**src/rtl/mem_dump_reader.sv**
```systemverilog
// Sequential memory dump engine: reads an inclusive address range one word at a
// time over a shared memory port and presents each word on a valid/ready output.
`timescale 1ns/1ps

// state   | meaning
// IDLE    | waiting for start; range checked here
// ISSUE   | address driven, memory read launched
// CAPTURE | memory data arrives, registered at closing edge
// PRESENT | word offered downstream until accepted
// DONE    | one-cycle completion pulse
module mem_dump_reader #(
    parameter int ADDR_W = 12,
    parameter int DATA_W = 32
) (
    input  logic              main_clk,
    input  logic              reset,
    input  logic              start,
    input  logic              abort,
    input  logic [ADDR_W-1:0] start_addr,
    input  logic [ADDR_W-1:0] end_addr,
    output logic              mem_en,
    output logic              read_write,
    output logic [ADDR_W-1:0] address,
    input  logic [DATA_W-1:0] read_out_data,
    output logic [DATA_W-1:0] out_data,
    output logic [ADDR_W-1:0] out_addr,
    output logic              out_valid,
    input  logic              out_ready,
    output logic              busy,
    output logic              done,
    output logic              err
);

    typedef enum logic [2:0] {
        IDLE,
        ISSUE,
        CAPTURE,
        PRESENT,
        DONE
    } state_t;

    state_t            state;
    state_t            next_state;
    logic [ADDR_W-1:0] cur;
    logic [ADDR_W-1:0] end_q;

    logic launch;
    logic reject;
    logic cancel;
    logic handshake;
    logic last_word;

    assign launch    = (state == IDLE) && start && (start_addr <= end_addr);
    assign reject    = (state == IDLE) && start && (start_addr > end_addr);
    assign cancel    = (state != IDLE) && abort;
    assign handshake = (state == PRESENT) && out_valid && out_ready && !abort;
    assign last_word = (cur == end_q);

    always_ff @(posedge main_clk or posedge reset) begin
        if (reset) begin
            state <= IDLE;
        end else begin
            state <= next_state;
        end
    end

    always_comb begin
        next_state = state;
        case (state)
            IDLE:    if (launch) next_state = ISSUE;
            ISSUE:   next_state = CAPTURE;
            CAPTURE: next_state = PRESENT;
            PRESENT: if (handshake) next_state = last_word ? DONE : ISSUE;
            DONE:    next_state = IDLE;
            default: next_state = IDLE;
        endcase
        if (cancel) next_state = IDLE;
    end

    // cur stops at end_q on the last word, so an all-ones range never wraps
    always_ff @(posedge main_clk or posedge reset) begin
        if (reset) begin
            cur       <= '0;
            end_q     <= '0;
            out_data  <= '0;
            out_addr  <= '0;
            out_valid <= 1'b0;
            err       <= 1'b0;
        end else begin
            err <= reject;
            if (launch) begin
                cur   <= start_addr;
                end_q <= end_addr;
            end
            if (state == CAPTURE && !abort) begin
                out_data  <= read_out_data;
                out_addr  <= cur;
                out_valid <= 1'b1;
            end
            if (handshake) begin
                out_valid <= 1'b0;
                if (!last_word) cur <= cur + 1'b1;
            end
            if (cancel) out_valid <= 1'b0;
        end
    end

    // address follows cur, which only moves on launch or accepted word
    assign mem_en     = (state == ISSUE) || (state == CAPTURE);
    assign read_write = 1'b0;
    assign address    = cur;
    assign busy       = (state != IDLE);
    assign done       = (state == DONE);

endmodule

```
**config.mk**
```make
export PLATFORM = sky130hd
export DESIGN_NAME = mem_dump_reader
export DESIGN_NICKNAME = d
export VERILOG_FILES = /design/src/rtl/mem_dump_reader.sv
export SDC_FILE = /design/constraint.sdc
export NUM_CORES = 1
export LEC_CHECK = 0
export ABC_AREA = 1
export CORE_MARGIN = 10
export CORE_UTILIZATION = 45
export DETAILED_ROUTE_END_ITERATION = 10
export GPL_TIMING_DRIVEN = 0
export PLACE_DENSITY = 0.81
export SLEW_MARGIN = 20
export SYNTH_ARGS = -nofsm -noshare
export SYNTH_HDL_FRONTEND = slang
export SYNTH_SLANG_ARGS = --single-unit
```
**constraint.sdc**
```tcl
create_clock -name main_clk -period 3.7 [get_ports main_clk]
set_input_delay 0.555 -clock main_clk [delete_from_list [all_inputs] [get_ports main_clk]]
set_output_delay 0.555 -clock main_clk [all_outputs]
set_load 0.01 [all_outputs]
```
# --- Yosys cells after proc, flatten, opt, wreduce, memory -nomap -nowiden ---
# Cells that the tools add are included.
totals:
  output_inout_bits: 62
  rom_bits: 0
  latchBits: 0
  register_bits: 73
  memories: 0
  mem_bits_rw: 0
op_classes:
  n_reduce_logical: 14
  eq_ne: 7
  shift: 0
  bitwise_logic: 0
  muxes: 11
  mul: 0
  div_mod_pow: 0
  n_lt_le_gt_ge: 2
  n_addsub: 1
ops:
  columns: ["op", "count"]
  rows:
  - ["12-bit two-way mux", 3]
  - ["12-bit by 1-bit adder with 12-bit output, second input constant", 1]
  - ["12-bit equality test", 1]
  - ["12-bit greater-than comparator", 1]
  - ["12-bit <= comparator", 1]
  - ["3-bit two-way mux", 4]
  - ["3-bit case mux with 4 select lines", 1]
  - ["1-bit logical AND", 8]
  - ["3-bit by 2-bit equality test with 1-bit output, second input constant", 2]
  - ["3-bit inequality test, second input constant", 2]
  - ["3-bit nonzero test", 2]
  - ["3-bit by 1-bit equality test with 1-bit output, second input constant", 1]
  - ["3-bit equality test, second input constant", 1]
  - ["3-bit logical NOT", 1]
  - ["1-bit two-way mux", 3]
  - ["2-bit AND reduction", 1]
  - ["1-bit logical NOT", 1]
  - ["1-bit logical OR", 1]

# --- Depth between registers and ports, before layout ---
depth:
  ltp_word: 7
  depth_mapped: 16

# --- Least setup slack after synthesis ---
# OpenSTA, ideal clock, no wires.
synth_path:
  kind: "input to register"
  startpoint: "input end_addr[11]"
  endpoint: "register cur[1] (netlist: address[1])"
  path_buffers: 2
  path_stages: 11
  required_time_ns: 3.583
  arrival_time_ns: 1.778
  path_slack_ns: 1.804
  setup_ns: 0.117
  cell_sequence: "inv_1 ha_1 a21o_2 nor2_1 nand3_2 nand2_2 buf_6 buf_12 nand3b_1 nand3_1 nand2_1"
synth_between:
  elab_chain_len: 5
synth_lines:
  columns: ["element", "line", "rtl"]
  rows:
  - ["from (decl)", "20", "input logic [ADDR_W-1:0] end_addr,"]
  - ["12-bit <= comparator (*)", "53", "assign launch = (state == IDLE) && start && (start_addr <= end_addr);"]
  - ["1-bit logical AND (*)", "53", null]
  - ["12-bit two-way mux (*)", "91", "if (launch) begin"]
  - ["12-bit two-way mux", "102", "if (!last_word) cur <= cur + 1'b1;"]
  - ["12-bit two-way mux (*)", "100", "if (handshake) begin"]
  - ["to (signal assigned)", "92", "cur <= start_addr;"]
  - ["to (signal assigned)", "102", null]
  - ["to (decl)", "44", "logic [ADDR_W-1:0] cur;"]
# Mark *: on every way between the ends. The rest lies on a longest branch, timed or not.
# A chain may end at the register's enable or synchronous reset.

# --- Final worst setup path ---
layout_path:
  startpoint: "input end_addr[11]"
  endpoint: "register cur[4] (netlist: address[4])"
# The elaborated chain is that of the path after synthesis.

==> flow_summary_export.csv <==
group,metric,value,unit
outcome,status,"finished clean",
clock_tree,cts_setup_buffers,0,
clock_tree,cts_max_level,3,
clock_tree,cts_made_buffers,9,
pwr,leakagePower,2.50,nW
timing,setup_violations,0,
timing,finalCritPeriodShare,0.604,
timing,hold_viol,0,
die,die_area,12400,um^2
routing,route.vias.total,3130,
critical_path,crit_arrival,2460,ps
clock_tree,holdBufCountCts,0,
timing,setup_tns,0,ps
global_route,grt_pass1_wl,16500,um
global_route,grt_start_max_net_pins,42,
die,coreArea,8180,um^2
final_layout,fill_cells,631,
routing,wl_per_cell,15.9,um
critical_path,path_class,"primary input to flip-flop",
final_layout,final_cell_mix,"121 x clkdlybuf4s50_1, 92 x nand2_1, 73 x dfrtp_1",
timing,maxSlewViolCount,0,
min_path,min_path_type,"flip-flop to flip-flop",
pwr,power,4.02,mW
clock_tree,cts.sinks,73,
die,start_util,0.459,
logic_synthesis,yosys_register_bits,73,
routing,dr.pass1.iters,4,
logic_synthesis,syn_avg_cell_area,9.47,um^2
die,dieWidth,111,um
critical_path,required,3930,ps
logic_synthesis,ys.flop_type,"dfrtp_1",
pwr,power.density,759,nW/um^2
routing,drc,0,
logic_synthesis,synthCells,396,
placement,dpl.hpwl,8210,um
timing,rsz0062_at_grt,"false",
routing,ant_nets,0,
final_layout,syn2layout_area_growth,41.1,%
routing,drtIter0Drc,210,
logic_synthesis,syn_nets,470,
logic_synthesis,ys_types,31,
logic_synthesis,synth_edf_count,0,
timing,fin_skew,9.16,ps
clock_tree,worstSkewPairLatency,340,ps
logic_synthesis,synth_area_leader_cell,"dfrtp_1",
logic_synthesis,netlist_area,3750,um^2
global_route,antenna_found_initial,0,
global_route,grt_pass1_vias,3213,
logic_synthesis,ys_top_cells_by_area,"dfrtp_1 49%, mux2_2 9.9%, nand2_1 9.2%, ha_1 4.3%, inv_1 3.9%",
pwr,ir_worst_vdd,0.250,mV
critical_path,cp_max_fo,10,
final_layout,antenna_cells,0,
critical_path,cp-end-kind,"flip-flop",
logic_synthesis,yosysTopAreaCellShare,0.487,
critical_path,start_kind,"primary input",
global_route,grt_overflow,0,
timing,fin_crit,2240,ps
final_layout,nNetsFinal,603,
logic_synthesis,synth_warnings,0,
routing,totalWireLength,10100,um
clock_tree,cts_buffer_depth,2,
final_layout,layout_commonest_cell,"clkdlybuf4s50_1",
placement,gp_congestion,0.906,
global_route,grt_use_total,0.159,
timing,fmax,447,MHz
placement,io_buffer_count,121,
logic_synthesis,seq_area_frac_synth,0.487,
clock_tree,clk_pin_slew,70,ps
job,maxCapViolations,0,
routing,vias_per_cell,4.91,
clock_tree,cts-root-buf,"clkbuf_8",
clock_tree,cts_tree,"yes",
final_layout,layout-drive-gt1-share,0.148,
die,ios,123,
die,row_count,33,
clock_tree,cts_resized,0,
die,die_y,111,um
logic_synthesis,async_flop_share,1.00,
## layer usage
layer  GRT usage  share of wire
met3      0.0427          0.075
met5           0              0
met1       0.204           0.46
met2       0.254           0.46
met4      0.0480          0.010
## layout make-up
class,instances,area [um^2],area share
flip-flops and latches,73,1830,0.345
inverters,43,164,0.0310
plain buffers,14,126,0.0239
repair buffers,122,1230,0.233
clock inverters,4,45.0,0.00851
clock buffers,11,131,0.0248
well taps,105,131,0.0248
multi-input cells,266,1630,0.309
## synthesized netlist by cell type (2+ instances only)
library cell and instances:
buf_6 3, buf_2 6, nor3_1 3, inv_2 4, clkbuf_8 2, nand3_2 3, a21oi_1 8, inv_1 39
mux2_2 33, dfrtp_1 73, nand3b_1 8, nand3_1 19, o21ai_0 23, xnor2_1 9, ha_1 13, nand2_2 3
o21ai_1 2, nand2_1 92, nor2_1 31, xor2_1 7, nand4_1 4, buf_4 2
## where the power goes
group	internal, mW	total [mW]	switching (mW)	leakage, nW
combinational	1.07	1.97	0.897	1.53
clock	0.305	0.581	0.276	0.0929
sequential	1.18	1.47	0.287	0.882
## metrics by stage
stage / instance area, um^2 / utilization / hold WS [ps] / cells / setup WS, ps
floorplan: 3750 / - / 462 / 396 / 1290
detailed placement: 5110 / 0.625 / 473 / 623 / 1130
global route: 5290 / 0.647 / 519 / 638 / 1320
global placement: 5090 / 0.623 / 469 / 622 / 139
finish: 5290 / 0.647 / 485 / 638 / 1460
CTS: 5290 / 0.647 / 492 / 638 / 1460
## logic make-up (layout without fill, tap and decap cells)
group	Yosys count	after routing	share of synthesized area
multiplexers	33	33	0.0991
AND/OR/NAND/NOR	169	169	0.209
flip-flops	73	73	0.487
XOR/XNOR	16	16	0.0374
other	1	1	0.00100
AO/OA/AOI/OAI	34	34	0.0464
adder cells (fa/ha/maj)	13	13	0.0434
buffers and inverters	57	194	0.0768
## worst max-delay path, stage by stage
cell and delay (ps):
clkdlybuf4s50_1 450, inv_1 50, ha_1 280, a21o_2 210
nor2_1 170, nand3_2 100, nand2_2 100, buf_6 160
buf_12 130, nand3b_1 90, nand3_1 100, nand2_1 50
## path summary, 6_finish.rpt
kind | end | slack [ps] | depth (start not counted) | from
setup / recovery | address[4]$_DFF_PP0_ | 1460 | 12 | end_addr[11]
hold / removal | out_addr[1]$_DFFE_PP0P_ | 480 | 2 | out_addr[1]$_DFFE_PP0P_
setup reg to reg | address[4]$_DFF_PP0_ | 2030 | 9 | address[4]$_DFF_PP0_
hold reg to reg | out_addr[1]$_DFFE_PP0P_ | 480 | 2 | out_addr[1]$_DFFE_PP0P_
max in group asynchronous | out_addr[3]$_DFFE_PP0P_ | 2570 | 3 | reset
min in group asynchronous | out_data[17]$_DFFE_PP0P_ | 580 | 2 | reset
## flip-flops by register name (all words and copies together) (netlist names)
signal / cells
end_q: 12
out_addr: 12
address: 12
err: 1
out_valid: 1
state: 3
out_data: 32
No activity file was read; power rests on OpenSTA's default activity.
==> patch (config.mk and constraints unchanged) <==
The parameter `ADDR_W` goes from 12 to 13.
--- a/src/rtl/mem_dump_reader.sv
+++ b/src/rtl/mem_dump_reader.sv
@@ -11,3 +11,3 @@
 module mem_dump_reader #(
-    parameter int ADDR_W = 12,
+    parameter int ADDR_W = 13,
     parameter int DATA_W = 32
Interface: changed (resized address, end_addr, out_addr and start_addr); port bits go from 123 to 127. No check against the original RTL was run, so the function may have changed too.
==> patch against the original RTL <==
- non-clock buffer count is 4 higher
- design area is 4.9% higher
- worst setup slack worse by 0.12 ns
- first-iteration DRC count is 50% higher
- sequential cell count is 3 higher
- via count is 9.4% higher
- critical path type is now flop to primary output
- global-route usage is 1.0 points higher
- clock skew is 0.0027 ns lower
- routed wire length is 5.5% higher
- critical path depth is 7 lower
- synthesized area is 4.1% higher
- synthesized cell count is 9.1% higher
- largest cell class unchanged
- total power is 6.5% higher
- die area is 3.3% higher
==> patch: results (changes against the original RTL) <==
STA
-------------------------------------------------------------------------------------------------
Portion of the clock cycle consumed by the worst path in the final layout                   0.636   +0.0311
Setup Skew                                                                             0.00645 ns   -0.00270 ns
Worst hold margin                                                                        0.486 ns   +0.00125 ns

PLACED DESIGN
-------------------------------------------------------------------------------------------------
Number of placed cells counting well taps                                                     663   +6.4%
Global placer's final weighted congestion                                                   0.916   +1.1%
Detailed Place HPWL                                                                       8610 um   +4.9%
Post-DP Area                                                                             5310 um2   +3.9%
Worst setup slack before clock tree synthesis                                             1.01 ns   -0.113 ns

LOGIC SYNTHESIS
-------------------------------------------------------------------------------------------------
Average footprint of a synthesized cell                                                  9.03 um2   -4.6%
Number of nets in the synthesized netlist                                                     509   +8.3%
Top cells by instance count after synthesis                                          104 x nand2_1, 76 x dfrtp_1, 40 x inv_1
Mux share of post-synthesis cell area                                                      0.0924   -0.00677
Main area contributors after synthesis                                               dfrtp_1 49%, nand2_1 10%, mux2_2 9.2%
Number of distinct library cell variants in the gate-level netlist after synthesis             35   +13%
Post-Synth Adder-Cell Area                                                                 0.0449   +0.00151

POWER
-------------------------------------------------------------------------------------------------
Maximum resistive drop on vdd                                                          0.000290 V   +16%
Portion of total power attributed to sequential cells                                       0.353   -0.012
Logic gate share of total power                                                             0.473   -0.017

CELLS AND AREA
-------------------------------------------------------------------------------------------------
Fraction of layout cells with a size suffix above 1                                         0.141   -0.00710
Net count, final                                                                              646   +7.1%

CRITICAL PATH
-------------------------------------------------------------------------------------------------
Delay of the slowest cell on the worst path                                               0.49 ns   +0.04 ns
Largest fanout on the critical path                                                             6   -4
Worst path arrival time                                                                   1.80 ns   -0.66 ns
Worst setup slack for register-to-register paths                                          1.90 ns   -0.13 ns
Critical Path Sink                                                                           busy

ROUTE
-------------------------------------------------------------------------------------------------
Sum of met2 wire segment lengths after detailed routing                                   5090 um   +9.4%
Overall via count from detail_route                                                          3423   +9.4%
Iteration count of the initial detailed-routing pass                                            9   +5
Average vias per placed instance                                                             5.04   +2.8%
M1 wire length                                                                            4700 um   +1.8%

GLOBAL ROUTE
-------------------------------------------------------------------------------------------------
GR Layer Usage met3                                                                        0.0486   +0.00585
Grt met2 use                                                                                0.272   +0.0179
First-pass GRT wire length                                                               17600 um   +6.3%
Maximum number of pins on one net before global-route repair                                   47   +12%

HOLD PATH
-------------------------------------------------------------------------------------------------
Hold path start                                                                       out_addr[0]

OUTCOME
-------------------------------------------------------------------------------------------------
Status                                                                               finished, final reports clean

-- patch: cell type report --
| type | instances | area [um2] | area share |
|---|---|---|---|
| inverter | 46 | 175 | 0.0316 |
| timing repair buffer | 126 | 1280 | 0.230 |
| clock inverter | 3 | 67.6 | 0.0122 |
| buffer | 14 | 95.1 | 0.0171 |
| multi-input combinational | 296 | 1730 | 0.312 |
| clock buffer | 13 | 169 | 0.0304 |
| sequential | 76 | 1900 | 0.343 |
| tap | 105 | 131 | 0.0237 |
-- patch: kinds of logic after synthesis --
group / after synthesis
multiplexers: 32
buffers and inverters: 60
adder cells (fa/ha/maj): 14
XOR/XNOR: 7
AO/OA/AOI/OAI: 53
AND/OR/NAND/NOR: 189
other: 1
flip-flops: 76
-- patch: critical path, delay by kind of cell, from the launching register on --
family        cells  cell delay [ns]
flops             1             0.45
buf+inv           3             0.67
simple gates      2             0.31
